$ cat src/rtl/sbp_pkg.sv
// Shared types and constants for the scalable pipelined lookup tree:
// update command record, pipeline bus item and the prefix-masking helper.
package sbp_pkg;

    localparam int STAGE_ID_BITS = 6;
    localparam int LOCATION_BITS = 11;
    localparam int RESULT_BITS   = 24;
    localparam int ADDR_BITS     = 32;
    localparam int LEN_BITS      = 6;

    localparam logic [STAGE_ID_BITS-1:0] BUBBLE_STAGE_ID = '0;
    localparam logic [STAGE_ID_BITS-1:0] ROOT_STAGE_ID   = STAGE_ID_BITS'(1);

    typedef struct packed {
        logic [ADDR_BITS-1:0]     prefix;
        logic [LEN_BITS-1:0]      len;
        logic [STAGE_ID_BITS-1:0] stage_id;
        logic [LOCATION_BITS-1:0] location;
        logic [RESULT_BITS-1:0]   result;
    } sbp_upd_cmd_t;

    typedef struct packed {
        logic                     update;
        logic [ADDR_BITS-1:0]     ip_addr;
        logic [LEN_BITS-1:0]      bit_pos;
        logic [STAGE_ID_BITS-1:0] stage_id;
        logic [LOCATION_BITS-1:0] location;
        logic [RESULT_BITS-1:0]   result;
    } sbp_bus_t;

    // Keeps only the top len bits; a zero length yields an all-zero prefix.
    function automatic logic [ADDR_BITS-1:0] mask_prefix(
        input logic [ADDR_BITS-1:0] prefix,
        input logic [LEN_BITS-1:0]  len
    );
        logic [ADDR_BITS-1:0] keep;
        if (len == '0) begin
            keep = '0;
        end else begin
            keep = {ADDR_BITS{1'b1}} << (LEN_BITS'(ADDR_BITS) - len);
        end
        return prefix & keep;
    endfunction

endpackage

$ cat src/rtl/sbp_sync_fifo.sv
// Generic single-clock FIFO with first-word-fall-through read data,
// occupancy count and full/empty flags. DEPTH must be a power of two.
module sbp_sync_fifo #(
    parameter int WIDTH = 8,
    parameter int DEPTH = 4,
    localparam int CNT_BITS = $clog2(DEPTH + 1),
    localparam int PTR_BITS = $clog2(DEPTH)
) (
    input  logic                clk,
    input  logic                rst,
    input  logic                push,
    input  logic [WIDTH-1:0]    wdata,
    input  logic                pop,
    output logic [WIDTH-1:0]    rdata,
    output logic [CNT_BITS-1:0] count,
    output logic                full,
    output logic                empty
);

    logic [WIDTH-1:0]    mem [DEPTH];
    logic [PTR_BITS-1:0] wr_ptr;
    logic [PTR_BITS-1:0] rd_ptr;
    logic                do_push;
    logic                do_pop;

    assign full    = (count == CNT_BITS'(DEPTH));
    assign empty   = (count == '0);
    assign do_push = push && !full;
    assign do_pop  = pop && !empty;
    assign rdata   = mem[rd_ptr];

    always_ff @(posedge clk or posedge rst) begin
        if (rst) begin
            wr_ptr <= '0;
            rd_ptr <= '0;
            count  <= '0;
        end else begin
            if (do_push) wr_ptr <= wr_ptr + 1'b1;
            if (do_pop)  rd_ptr <= rd_ptr + 1'b1;
            if (do_push && !do_pop) begin
                count <= count + 1'b1;
            end else if (do_pop && !do_push) begin
                count <= count - 1'b1;
            end
        end
    end

    // Storage needs no reset: the pointers alone define which entries are live.
    always_ff @(posedge clk) begin
        if (do_push) mem[wr_ptr] <= wdata;
    end

endmodule

$ cat src/rtl/sbp_update_injector.sv
// Head-of-pipeline injector: merges lookups and buffered table updates onto
// the first stage's bus with a bounded update burst, and tracks in-flight updates.
module sbp_update_injector
    import sbp_pkg::*;
#(
    parameter int NUM_STAGES     = 8,
    parameter int UPD_FIFO_DEPTH = 4,
    parameter int MAX_UPD_BURST  = 4,
    localparam int PEND_BITS  = $clog2(UPD_FIFO_DEPTH + 1),
    localparam int BURST_BITS = $clog2(MAX_UPD_BURST + 1),
    localparam int TRACK_BITS = 2 * NUM_STAGES
) (
    input  logic                     clk,
    input  logic                     rst,
    input  logic                     lkp_valid_i,
    output logic                     lkp_ready_o,
    input  logic [ADDR_BITS-1:0]     lkp_ip_addr_i,
    input  logic                     upd_valid_i,
    output logic                     upd_ready_o,
    input  logic [ADDR_BITS-1:0]     upd_prefix_i,
    input  logic [LEN_BITS-1:0]      upd_prefix_len_i,
    input  logic [STAGE_ID_BITS-1:0] upd_stage_id_i,
    input  logic [LOCATION_BITS-1:0] upd_location_i,
    input  logic [RESULT_BITS-1:0]   upd_result_i,
    output logic                     update_o,
    output logic [ADDR_BITS-1:0]     ip_addr_o,
    output logic [LEN_BITS-1:0]      bit_pos_o,
    output logic [STAGE_ID_BITS-1:0] stage_id_o,
    output logic [LOCATION_BITS-1:0] location_o,
    output logic [RESULT_BITS-1:0]   result_o,
    output logic                     upd_err_o,
    output logic                     upd_done_o,
    output logic [PEND_BITS-1:0]     upd_pending_o,
    output logic                     upd_idle_o
);

    sbp_upd_cmd_t          new_cmd;
    sbp_upd_cmd_t          fifo_head;
    logic                  fifo_full;
    logic                  fifo_empty;
    logic [PEND_BITS-1:0]  fifo_count;
    logic [BURST_BITS-1:0] burst_cnt;
    logic [TRACK_BITS-1:0] in_flight;
    sbp_bus_t              bus_q;
    logic                  upd_err_q;
    logic                  cmd_ok;
    logic                  upd_fire;
    logic                  lkp_fire;
    logic                  push_cmd;
    logic                  pop_cmd;

    assign upd_ready_o = !fifo_full;
    assign lkp_ready_o = fifo_empty || (burst_cnt == BURST_BITS'(MAX_UPD_BURST));
    assign upd_fire    = upd_valid_i && upd_ready_o;
    assign lkp_fire    = lkp_valid_i && lkp_ready_o;

    assign cmd_ok = (upd_prefix_len_i <= LEN_BITS'(ADDR_BITS))
                 && (upd_stage_id_i != BUBBLE_STAGE_ID)
                 && (upd_stage_id_i <= STAGE_ID_BITS'(NUM_STAGES));

    assign push_cmd = upd_fire && cmd_ok;
    assign pop_cmd  = !lkp_fire && !fifo_empty;

    assign new_cmd.prefix   = mask_prefix(upd_prefix_i, upd_prefix_len_i);
    assign new_cmd.len      = upd_prefix_len_i;
    assign new_cmd.stage_id = upd_stage_id_i;
    assign new_cmd.location = upd_location_i;
    assign new_cmd.result   = upd_result_i;

    sbp_sync_fifo #(
        .WIDTH($bits(sbp_upd_cmd_t)),
        .DEPTH(UPD_FIFO_DEPTH)
    ) u_upd_fifo (
        .clk  (clk),
        .rst  (rst),
        .push (push_cmd),
        .wdata(new_cmd),
        .pop  (pop_cmd),
        .rdata(fifo_head),
        .count(fifo_count),
        .full (fifo_full),
        .empty(fifo_empty)
    );

    // A granted lookup always wins the slot; the burst counter is what makes
    // lkp_ready rise after MAX_UPD_BURST back-to-back updates.
    always_ff @(posedge clk or posedge rst) begin
        if (rst) begin
            bus_q     <= '0;
            upd_err_q <= 1'b0;
            burst_cnt <= '0;
            in_flight <= '0;
        end else begin
            upd_err_q <= upd_fire && !cmd_ok;
            in_flight <= {in_flight[TRACK_BITS-2:0], bus_q.update};
            if (lkp_fire) begin
                bus_q          <= '0;
                bus_q.ip_addr  <= lkp_ip_addr_i;
                bus_q.stage_id <= ROOT_STAGE_ID;
                burst_cnt      <= '0;
            end else if (!fifo_empty) begin
                bus_q.update   <= 1'b1;
                bus_q.ip_addr  <= fifo_head.prefix;
                bus_q.bit_pos  <= fifo_head.len;
                bus_q.stage_id <= fifo_head.stage_id;
                bus_q.location <= fifo_head.location;
                bus_q.result   <= fifo_head.result;
                if (burst_cnt != BURST_BITS'(MAX_UPD_BURST)) begin
                    burst_cnt <= burst_cnt + 1'b1;
                end
            end else begin
                bus_q     <= '0;
                burst_cnt <= '0;
            end
        end
    end

    assign update_o      = bus_q.update;
    assign ip_addr_o     = bus_q.ip_addr;
    assign bit_pos_o     = bus_q.bit_pos;
    assign stage_id_o    = bus_q.stage_id;
    assign location_o    = bus_q.location;
    assign result_o      = bus_q.result;
    assign upd_err_o     = upd_err_q;
    assign upd_done_o    = in_flight[TRACK_BITS-1];
    assign upd_pending_o = fifo_count;
    assign upd_idle_o    = fifo_empty && (in_flight == '0);

endmodule

$ cat config.mk
export PLATFORM = sky130hd
export DESIGN_NAME = sbp_update_injector
export DESIGN_NICKNAME = d
export VERILOG_FILES = /design/src/rtl/sbp_pkg.sv /design/src/rtl/sbp_sync_fifo.sv /design/src/rtl/sbp_update_injector.sv
export SDC_FILE = /design/constraint.sdc
export NUM_CORES = 1
export LEC_CHECK = 0
export CORE_MARGIN = 2
export CORE_UTILIZATION = 55
export CTS_CLUSTER_SIZE = 40
export DETAILED_ROUTE_END_ITERATION = 10
export PLACE_DENSITY = 0.8
export SYNTH_ARGS = -nofsm -noshare
export SYNTH_HDL_FRONTEND = slang
export SYNTH_SLANG_ARGS = --single-unit
$ cat constraint.sdc
create_clock -name clk -period 6.8 [get_ports clk]
set_input_delay 1.7 -clock clk [delete_from_list [all_inputs] [get_ports clk]]
set_output_delay 1.7 -clock clk [all_outputs]
set_load 0.1 [all_outputs]
==> impl_metrics.tcl <==
set metrics [dict create \
    std_cell_rows 61 \
    path_cells "or3_2, nand2_1, clkdlybuf4s50_1" \
    critPathKind "flop to primary output" \
    grt_pass1_vias 8434 \
    startpoint_type "flop" \
    ctsResizeCount 0 \
    start_util_pct 56.2 \
    post_drt_wl_per_cell_um 23.6 \
    wl_um 33000 \
    hold_path.class "flop to flop" \
    io_pins 203 \
    yosysUniqueCellTypes 47 \
    setup_viol 0 \
    vdd.ir_drop.worst_mv 0.330 \
    min_period_ns 4.89 \
    grt_util_all_layers_pct 22.1 \
    relSlewSlack_pct 29.3 \
    rr_endpoint "ip_addr_o[11]" \
    synth_nets 889 \
    leakagePower_nw 7.19 \
    cts_buffers 42 \
    syn-cell-area_um2 15700 \
    timing.rr.start "u_upd_fifo.count[0]" \
    powerDensity_nw_per_um2 491 \
    ff_latch_area_um2 12200 \
    r2r_setup_slack_ns 3.87 \
    cts.path.max_buffers 3 \
    stdcell_count 1396 \
    die_x_um 173 \
    die_h_um 173 \
    crit_start "u_upd_fifo.count[0]" \
    post-cts-setup-buffer-count 0 \
    clk_latency_ns 0.53 \
    vias 8063 \
    drtPass1Iterations 5 \
    cp.depth 3 \
    timing.fmax_mhz 204 \
    fin_crit_sh_pct 72.0 \
    cts_tree "done" \
    holdPathStages 0 \
    cts.sink_count 423 \
    worst-path-buf-inv 1 \
    drtIter0Drc 790 \
    path_delay_family "buffers and inverters" \
    worstMarginPinSlew_ns 1.06 \
    hold_buffers 0 \
    rsz0062_at_grt "false" \
    multi_input_area_um2 3370 \
    cts_root_buffer "clkbuf_16" \
    synthTopCellsByArea "edfxtp_1 (60%), dfrtp_1 (17%), mux4_2 (11%), and3_1 (2.1%), a22o_1 (1.8%)" \
    syn_inst 762 \
    worstPathRequired_ns 5.10 \
    slew_violations 0 \
    synth-seq-cells 423 \
    design_area_um2 19700 \
    die_area_um2 30000 \
    final_nets 1111 \
    syn_area_per_cell_um2 20.7 \
    skew_ns 0.0111 \
    drc_errors 0 \
    post-dp-hpwl_um 20100 \
    ys_warn_count 0 \
    via_per_inst 5.78 \
    h-tree-depth 2 \
    fin_total_pwr_mw 9.69 \
    globalplace.congestion 0.813 \
    slowest_stage "clkdlybuf4s50_1" \
    dp_cells 1318 \
    syn2layout_area_growth_pct 25.3 \
    layout-drive-gt1-share_pct 17.6 \
    fillCellCount 1687 \
    antenna_found_initial 0 \
    fin_util_pct 70.4 \
    maxCapViolations 0 \
    path_clk_slew_ns 0.06 \
    status "finished clean" \
    synth_top_area_share_pct 60.3 \
    end_kind "primary output" \
    synth.largest_area_cell "edfxtp_1" \
    drtAntennaViolNets 0 \
    setup-tns-final_ns 0 \
    grt-ovfl-total 0 \
    slowest_delay_ns 1.15 \
    grt_max_degree 67 \
    synth_edf_count 316 \
    yosys_most_used_dff "edfxtp_1" \
    design.core.area_um2 28000 \
    reg2reg_depth 5 \
    grt_pass1_wl_um 50000 \
    port_buffers 202 \
    num_antenna_cells 0 \
    cp_max_fo 49 \
    yosysSeqAreaShare_pct 77.3 \
    timing.final.hold_violations 0 \
    arrival_ns 3.19 \
    synth.most_common_cell "edfxtp_1" \
    dpl_cell_area_um2 18200 \
    synth_common_cells "edfxtp_1 (316), dfrtp_1 (107), mux4_2 (79)" \
    synth-async-reset-ratio_pct 25.3 \
    crit_end "lkp_ready_o" \
]
## worst min-delay path by stage
stage,from,endpoint,slack (ns)
after global placement,in_flight[4],in_flight[5],0.36
after floorplan,in_flight[13],in_flight[14],0.35
after CTS,in_flight[8],in_flight[9],0.38
after detailed placement,in_flight[14],in_flight[15],0.36
final,in_flight[2],in_flight[3],0.38
after global routing,in_flight[8],in_flight[9],0.39
## metrics by stage
step | setup WS [ns] | hold WS [ns]
2_1_floorplan | 1.93 | 0.354
3_3_place_gp | 2.04 | 0.360
3_5_place_dp | 1.94 | 0.365
4_1_cts | 1.87 | 0.381
5_1_grt | 1.77 | 0.393
6_report | 1.91 | 0.382
## state kept, by name, summed over array words and instances, names as in the netlist
signal,flops
result_o,24
update_o,1
location_o,11
u_upd_fifo.count,3
in_flight,16
bit_pos_o,6
upd_err_o,1
u_upd_fifo.wr_ptr,2
burst_cnt,3
stage_id_o,6
u_upd_fifo.rd_ptr,2
ip_addr_o,32
u_upd_fifo.mem,316
## power by group
group,internal [mW],total [mW],switching [mW]
clock,1.57,2.49,0.920
combinational,1.17,3.85,2.68
sequential,3.12,3.35,0.228
total,5.86,9.69,3.83
## layer usage
layer  part of all wire (%)  vias up  track usage (%)
met1                     40     4181             29.9
met2                     51      314             37.0
met3                    6.2       62             4.00
met5                      0        -                0
li1                       -     3506                -
met4                    2.7        0             7.10
## worst register-to-register path, stage by stage, from the launching register on
cell	delay, ns
dfrtp_1	0.45
or3_2	0.87
nand2_2	0.28
clkinv_1	0.53
buf_4	0.45
a22o_1	0.26
## layout make-up
type	count	area share, %
flip-flops and latches	423	61.7
multi-input cells	289	17.1
clock inverters	16	1.27
clock buffers	62	6.50
repair buffers	216	10.8
well taps	378	2.40
inverters	12	0.241
## cell usage in the layout, fill, tap and decap left out, types with 2 or more instances in the layout
cell type / count
a21o_1: 2
a21oi_1: 9
a22o_1: 32
and2_1: 6
and2_4: 4
and3_1: 53
and4bb_2: 2
buf_4: 14
bufinv_16: 7
clkbuf_1: 10
clkbuf_16: 47
clkbuf_8: 5
clkdlybuf4s50_1: 202
clkinv_1: 5
clkinv_2: 5
dfrtp_1: 105
dfrtp_4: 2
edfxtp_1: 316
ha_1: 11
inv_1: 10
mux2_2: 2
mux4_2: 79
nand2_1: 10
nand2b_1: 3
nand3_1: 4
nor2_1: 10
nor2b_1: 3
nor3_1: 5
nor4_1: 4
o211a_1: 18
o31ai_1: 2
xnor2_1: 5
xor2_1: 4
## kinds of logic (layout without fill, tap and decap cells)
logic type | Yosys count | count (layout) | share of synthesized area [%]
flip-flops | 423 | 423 | 77.3
buffers and inverters | 50 | 306 | 1.38
adder cells (fa/ha/maj) | 12 | 12 | 1.00
multiplexers | 81 | 81 | 11.4
AND/OR/NAND/NOR | 115 | 115 | 4.50
AO/OA/AOI/OAI | 72 | 72 | 3.87
XOR/XNOR | 9 | 9 | 0.501
Note: power is estimated with default switching activity, not from simulation.
